--- src/rtl/mux_select_arbiter.sv ---
// Two-channel grant arbiter that drives the sel/en pins of a downstream 2:1 mux.
// Tied requests are resolved round-robin. A channel holding the grant yields after HOLD_CYCLES cycles if the other channel is waiting.
module mux_select_arbiter #(
  parameter int HOLD_CYCLES = 4,
  parameter int CNT_W       = 3
) (
  input  logic clk,
  input  logic rst,
  input  logic req0,
  input  logic req1,
  output logic sel,
  output logic en,
  output logic gnt0,
  output logic gnt1,
  output logic sw_pulse
);

  typedef enum logic [1:0] {
    IDLE   = 2'd0,
    GRANT0 = 2'd1,
    GRANT1 = 2'd2
  } state_t;

  localparam logic [CNT_W-1:0] CNT_LAST = CNT_W'(HOLD_CYCLES - 1);

  state_t           state_q, state_d;
  logic [CNT_W-1:0] cnt_q, cnt_d;
  logic             last_gnt_q, last_gnt_d;
  logic             sel_q, sel_d;
  logic             sw_q, sw_d;

  always_ff @(posedge clk or posedge rst) begin
    if (rst) begin
      state_q    <= IDLE;
      cnt_q      <= '0;
      last_gnt_q <= 1'b1;
      sel_q      <= 1'b0;
      sw_q       <= 1'b0;
    end else begin
      state_q    <= state_d;
      cnt_q      <= cnt_d;
      last_gnt_q <= last_gnt_d;
      sel_q      <= sel_d;
      sw_q       <= sw_d;
    end
  end

  always_comb begin
    state_d    = state_q;
    cnt_d      = cnt_q;
    last_gnt_d = last_gnt_q;
    sel_d      = sel_q;
    sw_d       = 1'b0;

    case (state_q)
      IDLE: begin
        if (req0 && req1)  state_d = last_gnt_q ? GRANT0 : GRANT1;
        else if (req0)     state_d = GRANT0;
        else if (req1)     state_d = GRANT1;
      end
      GRANT0: begin
        if (!req0)                         state_d = req1 ? GRANT1 : IDLE;
        else if (req1 && cnt_q == CNT_LAST) state_d = GRANT1;
      end
      GRANT1: begin
        if (!req1)                         state_d = req0 ? GRANT0 : IDLE;
        else if (req0 && cnt_q == CNT_LAST) state_d = GRANT0;
      end
      default: state_d = IDLE;
    endcase

    // A change of state restarts the hold window. Staying in a grant advances it and wraps at the limit.
    if (state_d != state_q) begin
      cnt_d = '0;
      if (state_d != IDLE) begin
        last_gnt_d = (state_d == GRANT1);
        sel_d      = (state_d == GRANT1);
        sw_d       = (state_q != IDLE);
      end
    end else if (state_q != IDLE) begin
      cnt_d = (cnt_q == CNT_LAST) ? '0 : cnt_q + 1'b1;
    end
  end

  assign en       = (state_q != IDLE);
  assign sel      = sel_q;
  assign gnt0     = en & ~sel_q;
  assign gnt1     = en & sel_q;
  assign sw_pulse = sw_q;

endmodule

--- config.mk ---
export PLATFORM = sky130hd
export DESIGN_NAME = mux_select_arbiter
export DESIGN_NICKNAME = d
export VERILOG_FILES = /design/src/rtl/mux_select_arbiter.sv
export SDC_FILE = /design/constraint.sdc
export NUM_CORES = 1
export LEC_CHECK = 0
export CORE_AREA = 2 2 39 41
export DETAILED_ROUTE_END_ITERATION = 12
export DIE_AREA = 0 0 41 43
export GPL_TIMING_DRIVEN = 0
export SETUP_SLACK_MARGIN = 0.1
export SYNTH_ARGS = -nofsm -noshare
export SYNTH_HDL_FRONTEND = slang
export SYNTH_SLANG_ARGS = --single-unit
--- constraint.sdc ---
create_clock -name clk -period 3.4 [get_ports clk]
set_input_delay 1.02 -clock clk [delete_from_list [all_inputs] [get_ports clk]]
set_output_delay 1.02 -clock clk [all_outputs]
set_load 0.1 [all_outputs]
### Word level (Yosys, flattened, before mapping)

Cells that the tools add are included.
Widths: inputs -> output; s select.

| word-level totals | value |
|---|---|
| flip-flop bits (word level) | 8 |
| word-level logic and storage cells | 38 |

| cells by class | value |
|---|---|
| mux-type cells | 16 |
| bitwise operators | 3 |
| add/subtract/negate cells | 1 |
| eq/ne operators | 5 |
| reduce and logical (&&, ||, !) cells | 8 |

Operators by type and width:

| kind | number |
|---|---|
| $mux 2 | 9 |
| $mux 3 | 3 |
| $pmux 2 s3 | 1 |
| $reduce_bool 2->1 | 3 |
| $eq 2x2->1 const B | 2 |
| $add 3x1->3 const B | 1 |
| $eq 3x2->1 const B | 1 |
| $logic_and 1x1->1 | 3 |
| $mux 1 | 3 |
| $and 1x1->1 | 2 |
| $eq 2x1->1 const B | 1 |
| $logic_not 2->1 | 1 |
| $ne 2x2->1 | 1 |
| $reduce_and 2->1 | 1 |
| $not 1->1 | 1 |

### Logic depth before layout (Yosys ltp)

| depth | value |
|---|---|
| depth in word-level cells | 8 |
| gate-level depth with buffers | 4 |
| mapped depth without buffers | 4 |

### Worst setup path after synthesis

OpenSTA, ideal clock, no wires.

| timing path | value |
|---|---|
| path kind | register to output |
| start | register sel_q, in the netlist sel |
| end | output gnt1 |
| stages on the path, launching flop included | 3 |
| buffers on the path | 0 |
| arrival | 2.347 ns |
| path slack | 0.033 ns |
| required time | 2.380 ns |
| cells stage by stage | dfrtp_1 -> inv_1 -> nor2_1 |

| between the ends | value |
|---|---|
| cells in the longest elaborated chain, start to end | 1 |

Ends and longest elaborated chain:

| what | line | source |
|---|---|---|
| from (decl) | 29 | `logic sel_q, sel_d;` |
| from (signal assigned) | 43 | `sel_q <= sel_d;` |
| $and 1x1->1 | 88 | `assign gnt1 = en & sel_q;` |
| to (decl) | 14 | `output logic gnt1,` |

No other way between the ends.

### Worst setup path in the final report

| timing path | value |
|---|---|
| start | register state_q[0] |
| end | output en |

| between the ends | value |
|---|---|
| cells in the longest elaborated chain, start to end | 1 |

Ends and longest elaborated chain:

| what | line | source |
|---|---|---|
| from (decl) | 26 | `state_t state_q, state_d;` |
| from (signal assigned) | 40 | `state_q <= state_d;` |
| $reduce_bool 2->1 | 85 | `assign en = (state_q != IDLE);` |
| to (decl) | 12 | `output logic en,` |

No other way between the ends.

==> results.json <==
{
  "required_ns": 2.38,
  "drtIter0Drc": 2,
  "num_rows": 14,
  "yosysTopAreaCell": "dfrtp_1",
  "syn-num-nets": 59,
  "clock_path_buffers": 2,
  "peakVddDrop_v": 0.000469,
  "yosysUniqueCellTypes": 32,
  "port_buffers": 7,
  "setup_viol": 0,
  "nNetsFinal": 71,
  "max_freq_ghz": 0.320,
  "synth_seq_cells": 8,
  "utilization": 0.486,
  "grt_setup_unrepaired": "no",
  "highest_layer": "met4",
  "leakage_nw": 0.315,
  "ant_nets": 0,
  "synthesis.area_um2": 553,
  "rr_endpoint": "cnt_q[0]",
  "post_cts_resized": 0,
  "die-area_mm2": 0.00176,
  "fp.dieW_um": 41,
  "p_per_area_mw_per_mm2": 647,
  "maxCapViolations": 0,
  "seq_area_frac_synth": 0.364,
  "yosysTopAreaCellShare": 0.317,
  "drive_gt1_frac": 0.262,
  "core_mm2": 0.00138,
  "die_h_um": 43,
  "postLayoutCellArea_um2": 672,
  "wl_met3_um": 32,
  "overflow": 0,
  "yosysWarnings": 0,
  "htreeDepth": 1,
  "wl_per_cell_um": 14.1,
  "cts.clk_slew.worst_paths_ns": 0.06,
  "ios": 9,
  "async_reset_ff_frac": 1.00,
  "start_util": 0.400,
  "nFillCells": 135,
  "routed_wl_mm": 1.14,
  "hold_ws_ns": 0.515,
  "min_from": "last_gnt_q",
  "hold_end": "last_gnt_q",
  "r2r_slack_ns": 2.05,
  "syn_area_per_cell_um2": 10.2,
  "outcome": "complete, no violations",
  "hp-class": "reg2reg",
  "placed_cells": 77,
  "area_delta_synth_final_pct": 21.5,
  "yosysMostFrequentCell": "dfrtp_1",
  "crit_path_end_kind": "output port",
  "grt_pass1_wl_mm": 2.05,
  "yosys-top-cells-area": "dfrtp_1 32%, buf_6 6.1%, a221oi_2 5.4%",
  "cts-root-buf": "clkbuf_4",
  "hold_viol": 0,
  "drv_slew": 0,
  "path_max_fanout": 10,
  "cts.sink_count": 8,
  "period_needed_ns": 3.12,
  "vias": 430,
  "dr_wl_met2_um": 554,
  "ys_top_cells_by_count": "7 x dfrtp_1, 6 x inv_1, 3 x buf_6, 3 x nand2b_1, 3 x nor2_1",
  "max_slew.worst_pin.slew_ns": 0.966,
  "final_cells": 81,
  "numCtsBuffers": 3,
  "postCtsSetupBuffers": 0,
  "finalClockSkew_ns": 0.000674,
  "drc_errors": 0,
  "grt_max_degree": 11,
  "arrival_ns": 2.10,
  "place_area_um2": 646,
  "vias_per_cell": 5.31,
  "whs_path_depth": 2,
  "synth_edf_count": 0,
  "start_kind": "flop",
  "tns_ns": 0,
  "path_class": "reg2out",
  "synth_ff_type": "dfrtp_1",
  "regToRegStartpoint": "cnt_q[0]",
  "cts_hold_buffers": 0,
  "syn_inst": 54,
  "worst_skew_pair.late_latency_ns": 0.26,
  "first_global_vias": 459,
  "worstRegToRegCells": 4,
  "fin_crit_sh": 0.919,
  "antenna_found_initial": 0,
  "wl_met1_um": 532,
  "place_congestion": 0.742,
  "cts_tree": "built",
  "grtUsageTotal": 0.178,
  "max_slew_margin": 0.354,
  "dp_hpwl_um": 807,
  "dr.pass1.iters": 2,
  "diodes": 0
}
cell type report:
class | instances | area [µm²] | area share
Multi-Input combinational cell | 37 | 298 | 0.443
Sequential cell | 8 | 201 | 0.300
Timing Repair Buffer | 7 | 70.1 | 0.104
Buffer | 3 | 33.8 | 0.0503
Clock buffer | 4 | 26.3 | 0.0391
Inverter | 6 | 22.5 | 0.0335
Tap cell | 16 | 20.0 | 0.0298
how the worst max path moves through the flow:
| stage | depth (start not counted) | from | end |
|---|---|---|---|
| 5_1_grt | 4 | state_q[0] | en |
| 4_1_cts | 4 | state_q[1] | en |
| 3_5_place_dp | 4 | state_q[1] | en |
| 2_1_floorplan | 1 | sel | gnt0 |
| 6_report | 4 | state_q[0] | en |
| 3_3_place_gp | 4 | state_q[0] | en |
through the flow:
step                      setup WS [ns]  power (mW)
final                             0.277       0.435
after global routing              0.185       0.461
after CTS                         0.269       0.437
after detailed placement          0.567       0.352
after global placement            0.562       0.351
after floorplan                   0.225       0.306
report_power, final:
group	switching (mW)	internal, mW	total (mW)
registers	0.0121	0.114	0.127
clock network	0.0388	0.0453	0.0841
logic	0.156	0.0681	0.224
total	0.207	0.228	0.435
layer usage:
metal | up-vias | track usage
li1 | 216 | -
met1 | 202 | 0.232
met2 | 8 | 0.256
met3 | 4 | 0.0314
met4 | 0 | 0.120
met5 | - | 0
state kept, by name, indices dropped and copies added (netlist names):
signal / count
cnt_q: 3
last_gnt_q: 1
sel: 1
state_q: 2
sw_pulse: 1
cell usage in the layout, fill, tap and decap left out, types with 2 or more instances in the layout:
| cell | instances |
|---|---|
| a21oi_1 | 2 |
| nand2_1 | 2 |
| clkbuf_4 | 3 |
| nand2b_1 | 3 |
| o31ai_1 | 2 |
| and3b_2 | 2 |
| dfrtp_1 | 7 |
| a221oi_2 | 2 |
| clkdlybuf4s50_1 | 7 |
| buf_6 | 3 |
| nor2_1 | 2 |
| inv_1 | 6 |
cell families after synthesis:
group | share of synthesized area
AO/OA/AOI/OAI | 0.260
adder cells (fa/ha/maj) | 0.0226
buffers and inverters | 0.102
flip-flops | 0.364
multiplexers | 0.0181
AND/OR/NAND/NOR | 0.233
critical path, cell delays in order (launching register included):
cell	delay, ns
dfrtp_1	0.37
buf_6	0.15
nor2_4	0.06
inv_1	0.11
clkdlybuf4s50_1	1.14
Note: power is estimated with default switching activity, not from simulation.
